`src/rtl/stamp_counter_mpps.sv`:
```
// Free-running DDS-clocked timestamp counter with selectable PPS source,
// loss-of-PPS watchdog, rate holdover and PPS timestamp capture.
module stamp_counter_mpps #(
    parameter int                   TIMESTAMP_WIDTH = 64,
    parameter int                   FRAC_BITS       = 5,
    parameter int                   DDS_WIDTH       = 32,
    parameter int                   NUM_PPS         = 2,
    parameter bit                   PPS_EDGE        = 1'b0,
    parameter logic [31:0]          PPS_TIMEOUT     = 32'h1312D000,
    parameter logic [DDS_WIDTH-1:0] DDS_DEFAULT     = '0,
    localparam int                  TW              = TIMESTAMP_WIDTH - FRAC_BITS,
    localparam int                  SEL_WIDTH       = (NUM_PPS > 1) ? $clog2(NUM_PPS) : 1
) (
    input  logic                       axi_aclk,
    input  logic                       axi_reset,
    input  logic [NUM_PPS-1:0]         pps_rx,
    input  logic [SEL_WIDTH-1:0]       pps_sel,
    input  logic [1:0]                 restart_time,
    input  logic [TIMESTAMP_WIDTH-1:0] ntp_timestamp,
    input  logic                       adjust_valid,
    input  logic [TW-1:0]              adjust_offset,
    input  logic [DDS_WIDTH-1:0]       dds_rate,
    output logic [TIMESTAMP_WIDTH-1:0] stamp_counter,
    output logic                       pps_valid,
    output logic                       gps_connected,
    output logic [TIMESTAMP_WIDTH-1:0] pps_stamp,
    output logic                       pps_stamp_valid,
    output logic [31:0]                pps_count
);

    logic [NUM_PPS-1:0]   r_d1, r_d2, r_d3;
    logic [NUM_PPS-1:0]   w_ev;
    logic                 w_pps_valid;
    logic [31:0]          r_watchdog;
    logic                 r_gps;
    logic [DDS_WIDTH-1:0] r_held_rate;
    logic [DDS_WIDTH-1:0] w_rate_used;
    logic [DDS_WIDTH-1:0] r_acc;
    logic [DDS_WIDTH:0]   w_sum;
    logic                 w_carry;
    logic [TW-1:0]        r_ticks;
    logic [TW-1:0]        w_step;
    logic [TIMESTAMP_WIDTH-1:0] r_pps_stamp;
    logic                 r_pps_stamp_valid;
    logic [31:0]          r_pps_count;
    logic                 w_unused;

    assign w_unused = ^ntp_timestamp[FRAC_BITS-1:0];

    // Each channel is synchronised on its own so a source switch cannot fake an edge.
    always_ff @(posedge axi_aclk) begin
        if (axi_reset) begin
            r_d1 <= '0;
            r_d2 <= '0;
            r_d3 <= '0;
        end else begin
            r_d1 <= pps_rx;
            r_d2 <= r_d1;
            r_d3 <= r_d2;
        end
    end

    assign w_ev = PPS_EDGE ? (r_d2 & ~r_d3) : (~r_d2 & r_d3);

    always_comb begin
        w_pps_valid = 1'b0;
        for (int i = 0; i < NUM_PPS; i++) begin
            if (pps_sel == SEL_WIDTH'(i)) w_pps_valid = w_ev[i];
        end
    end

    always_ff @(posedge axi_aclk) begin
        if (axi_reset) begin
            r_watchdog  <= PPS_TIMEOUT;
            r_gps       <= 1'b0;
            r_held_rate <= DDS_DEFAULT;
        end else begin
            if (w_pps_valid) begin
                r_watchdog <= PPS_TIMEOUT;
                r_gps      <= 1'b1;
            end else if (r_watchdog != 32'd0) begin
                r_watchdog <= r_watchdog - 32'd1;
            end else begin
                r_gps <= 1'b0;
            end
            if (r_gps) r_held_rate <= dds_rate;
        end
    end

    assign w_rate_used = r_gps ? dds_rate : r_held_rate;
    assign w_sum       = {1'b0, r_acc} + {1'b0, w_rate_used};
    assign w_carry     = w_sum[DDS_WIDTH];
    assign w_step      = adjust_valid ? adjust_offset : '0;

    // Load wins over clear, both win over adjust; the accumulator freezes on load/clear.
    always_ff @(posedge axi_aclk) begin
        if (axi_reset) begin
            r_ticks <= '0;
            r_acc   <= '0;
        end else if (restart_time[0]) begin
            r_ticks <= ntp_timestamp[TIMESTAMP_WIDTH-1:FRAC_BITS];
        end else if (restart_time[1]) begin
            r_ticks <= '0;
        end else begin
            r_ticks <= r_ticks + w_step + {{(TW-1){1'b0}}, w_carry};
            r_acc   <= w_sum[DDS_WIDTH-1:0];
        end
    end

    assign stamp_counter = {r_ticks, {FRAC_BITS{1'b0}}};

    always_ff @(posedge axi_aclk) begin
        if (axi_reset) begin
            r_pps_stamp       <= '0;
            r_pps_stamp_valid <= 1'b0;
            r_pps_count       <= '0;
        end else begin
            r_pps_stamp_valid <= w_pps_valid;
            if (w_pps_valid) begin
                r_pps_stamp <= stamp_counter;
                r_pps_count <= r_pps_count + 32'd1;
            end
        end
    end

    assign pps_valid       = w_pps_valid;
    assign gps_connected   = r_gps;
    assign pps_stamp       = r_pps_stamp;
    assign pps_stamp_valid = r_pps_stamp_valid;
    assign pps_count       = r_pps_count;

endmodule

```
`config.mk`:
```
export PLATFORM = sky130hd
export DESIGN_NAME = stamp_counter_mpps
export DESIGN_NICKNAME = d
export VERILOG_FILES = /design/src/rtl/stamp_counter_mpps.sv
export SDC_FILE = /design/constraint.sdc
export NUM_CORES = 1
export LEC_CHECK = 0
export ABC_AREA = 1
export BUFFER_PORTS_ARGS = -buffer_cell sky130_fd_sc_hd__buf_2
export CAP_MARGIN = 30
export CORE_MARGIN = 2
export CORE_UTILIZATION = 50
export CTS_CLUSTER_DIAMETER = 150
export CTS_CLUSTER_SIZE = 24
export DETAILED_ROUTE_END_ITERATION = 16
export PLACE_DENSITY_LB_ADDON = 0.25
export SYNTH_ARGS = -nofsm -noshare
export SYNTH_HDL_FRONTEND = slang
export SYNTH_SLANG_ARGS = --single-unit
```
`constraint.sdc`:
```
create_clock -name axi_aclk -period 3.8 [get_ports axi_aclk]
set_input_delay 0.57 -clock axi_aclk [delete_from_list [all_inputs] [get_ports axi_aclk]]
set_output_delay 0.57 -clock axi_aclk [all_outputs]
set_load 0.01 [all_outputs]
```
==> results.md <==
* Cell taking the most area after synthesis: dfxtp_1
* Most used cell along the critical path: buf_4
* Slack of the critical path at -254 ps
* Maximum frequency from static timing analysis at 247 MHz
* Wire length reported by the detailed router at 63700 um
* Synthesis-stage register bit count at 254
* Layout cell share with drive strength beyond 1 at 22.2%
* Cell Rows at 68
* Slowest cell on the critical path: dfxtp_4
* Launch point of the worst path: gps_connected
* Reg-to-reg critical path startpoint: gps_connected
* Clock transition at the registers of the reported paths at 110 ps
* Number of antenna diodes at 0
* Reg-to-reg slack, setup at -250 ps
* Starting DRC count in detailed routing at 1641
* Number of antenna violations at the first check in global routing at 1
* Ratio of routed vias to standard cells at 5.26
* Endpoints failing hold at 0
* Die ar. at 36400 um2
* Clock tree from TritonCTS: yes
* Total DRC errors in the routed layout at 0
* Bufs on Longest Clock Path at 3
* Final #Nets at 3601
* Number of max-cap violations at 0
* Final routed wire length divided by cell count at 16.8 um
* Ports placed on the boundary at 326
* Critical R2R Capture: r_acc[24]
* Worst Clk Skew at 33.6 ps
* Detailed-route via count at 19970
* H-tree depth at 1
* Data required time of the critical path at 4220 ps
* Non-filler instance count after layout at 3799
* Clock root buffer master: clkbuf_16
* Area share of the largest cell type after synthesis at 29.1%
* Number of enable flip-flop cells after synthesis at 0
* Failing checks: setup timing
* Routability congestion estimate at 1.01
* Total setup violations reported at the end of the flow at 20
* Final slew viol count at 0
* GRT Residual Overflow at 0
* Power Density at 273 nW/um2
* Multi-input gate area at 11100 um2
* Filler Cells Inserted at 3332
* Die X-Extent at 191 um
* Cts bufs inserted at 14
* Classification of the worst-slack hold path: primary input to register
* Yosys cell types at 55
* Starting Density at 50.6%
* Global routing met2 resource utilization at 51.5%
* Global-route wire length before repair at 96800 um
* Share of the yosys chip area belonging to registers at 29.1%
* Post-route minimum period at 4050 ps
* Die Ht at 191 um
* Busiest grt layer: met2
* Warnings from Yosys at 0
* Startpoint Class: register
* Maximum number of pins on one net before global-route repair at 60
* Number of placed instances with taps included at 3715
* Cell count of the worst reg-to-reg path at 29
* Critical Path Max Stage Delay at 380 ps
* Transition time at the pin with the least slew margin at 980 ps
* Post-Syn Area per Cell at 6.08 um2
* Num Clock Sinks at 254
* Met1 track demand over resource at 48.6%
* DP HPWL at 49500 um
* Total of buffers placed on input and output ports at 310
* Most frequently used flop master after synthesis: dfxtp_1
* Length of the first detailed-routing pass in iterations at 7
* Cells after Synth at 2870
* Max transition margin at 34.6%
* Antenna Violating Nets Remaining at 0
* Startpoint-to-endpoint class of the critical path: register to register
* Peak supply drop at 0.377 mV
* Clock latency on the worst-skew pair at 530 ps
* Asr flop ratio synth at 0%
* Setup repair after global routing missed its margin: yes
* Critical Path End Type: register
* Area taken by flip-flops and latches at 5090 um2
* Worst slack on hold paths at 262 ps
* Cells taking the most area after synthesis: dfxtp_1, nand2_1, inv_1
* Netlist area before placement at 17400 um2
* Result of the run: complete, but fails checks
* Final critical-path share of the clock period at 107%
* M3 GR Usage at 5.32%
* All-layer global routing usage at 33.5%
* Placeable core area at 34500 um2
* Leakage at 12.1 nW
* Summed negative setup slack over all endpoints at -1690 ps
* End of the critical path: r_acc[24]
* Signed area change from the synthesized netlist to the final layout at 27.5%
* Arr. time, crit path at 4470 ps
* Number of global-route vias before repair at 18358
* Maximum fanout along the worst path at 13
==> cell type report <==
cell class / instances / share of cell area, %
Clock buffer: 15 / 1.69
Clock inverter: 1 / 0.0506
Inverter: 469 / 7.93
Multi-Input combinational cell: 2078 / 49.9
Sequential cell: 254 / 22.9
Tap cell: 455 / 2.56
Timing Repair Buffer: 527 / 15.0
==> layer usage <==
layer,wire [um],part of all wire (%)
met5,12,0.019
met4,1500,2.3
met3,5230,8.2
met2,27500,43
met1,29400,46
==> cells in the mapped netlist, types with 4 or more instances <==
cell type / instances
nand3_1: 124
buf_1: 10
inv_1: 464
nand3b_1: 17
xnor2_1: 16
buf_4: 11
dfxtp_1: 254
nand4_1: 39
clkbuf_1: 51
a31oi_1: 5
ha_1: 91
inv_2: 4
a21oi_1: 225
o211ai_1: 7
and2_1: 7
nor3_2: 5
xor2_1: 23
o21a_1: 4
a22o_1: 57
o21ai_1: 5
nor3_1: 41
nor2_1: 286
nor2_2: 12
nor2_4: 6
nand2_2: 7
nand2_1: 952
nor4_1: 8
o21ai_0: 95
buf_2: 6
==> flip-flops by register name (all words and copies together), names as in the netlist <==
register and flops:
r_watchdog 32, r_ticks 59, r_acc 32, pps_stamp_valid 1
r_d2 2, pps_count 32, r_d1 2, pps_stamp 59
r_held_rate 32, gps_connected 1, r_d3 2
==> per-stage QoR <==
step / power, W / cell area [um2] / util [%] / worst slack (ps)
6_report: 0.00608 / 22200 / 64.6 / -254
5_1_grt: 0.00637 / 22200 / 64.6 / -422
4_1_cts: 0.00602 / 21700 / 63.0 / -83.2
3_5_place_dp: 0.00433 / 20500 / 59.4 / -476
3_3_place_gp: 0.00430 / 20400 / 59.3 / -365
2_1_floorplan: 0.00380 / 17500 / - / 2.25
==> cells by family after synthesis <==
family | after synthesis | share of synthesized area (%)
AO/OA/AOI/OAI | 415 | 13.6
XOR/XNOR | 39 | 1.96
adder cells (fa/ha/maj) | 94 | 6.87
buffers and inverters | 547 | 12.0
flip-flops | 254 | 29.1
other | 1 | 0.0215
AND/OR/NAND/NOR | 1520 | 36.3
==> layout by cell type (no fill, tap or decap), drive strengths merged, types with 4 or more instances in the layout <==
cell type and n:
a21oi 225, inv 468, nand3b 18, o21a 4
and2 7, nor4 10, buf 525, nand4 40
nor2 304, a31oi 5, nor3 47, dfxtp 254
nand2 960, clkbuf 17, xor2 23, nand3 126
a22o 57, o211ai 7, xnor2 16, conb 10
o21ai 102, ha 91
==> worst min path at each step <==
stage                          from       to  slack [ps]  cells past startpoint
after floorplan             r_d1[0]  r_d2[0]         390                      2
after global placement      r_d1[0]  r_d2[0]         390                      2
after detailed placement    r_d1[1]  r_d2[1]         400                      2
after CTS                 pps_rx[1]  r_d1[1]         250                      3
after global routing      pps_rx[0]  r_d1[0]         270                      3
final                     pps_rx[0]  r_d1[0]         260                      3
==> report_power, final <==
part	leakage (nW)	switching [W]	internal [W]
sequential	2.07	0.000100	0.00278
clock	0.191	0.000961	0.000718
combinational	9.83	0.000945	0.000580
==> critical path: cells and delay by family, from the launching register on <==
kind                     cells  cell delay (ps)
AO/OA/AOI/OAI                1              120
adder cells (fa/ha/maj)      1              310
buffers and inverters       19             2280
flip-flops                   1              380
AND/OR/NAND/NOR              8              880
==> repair_timing <==
action	in CTS	in global routing
buffers inserted	57	8
hold endpoints to repair	0	0
pin swaps	22	27
gates resized for setup	95	106
setup endpoints to repair	51	59
gates cloned	1	2
hold buffers	0	0
Note: power is estimated with default switching activity, not from simulation.
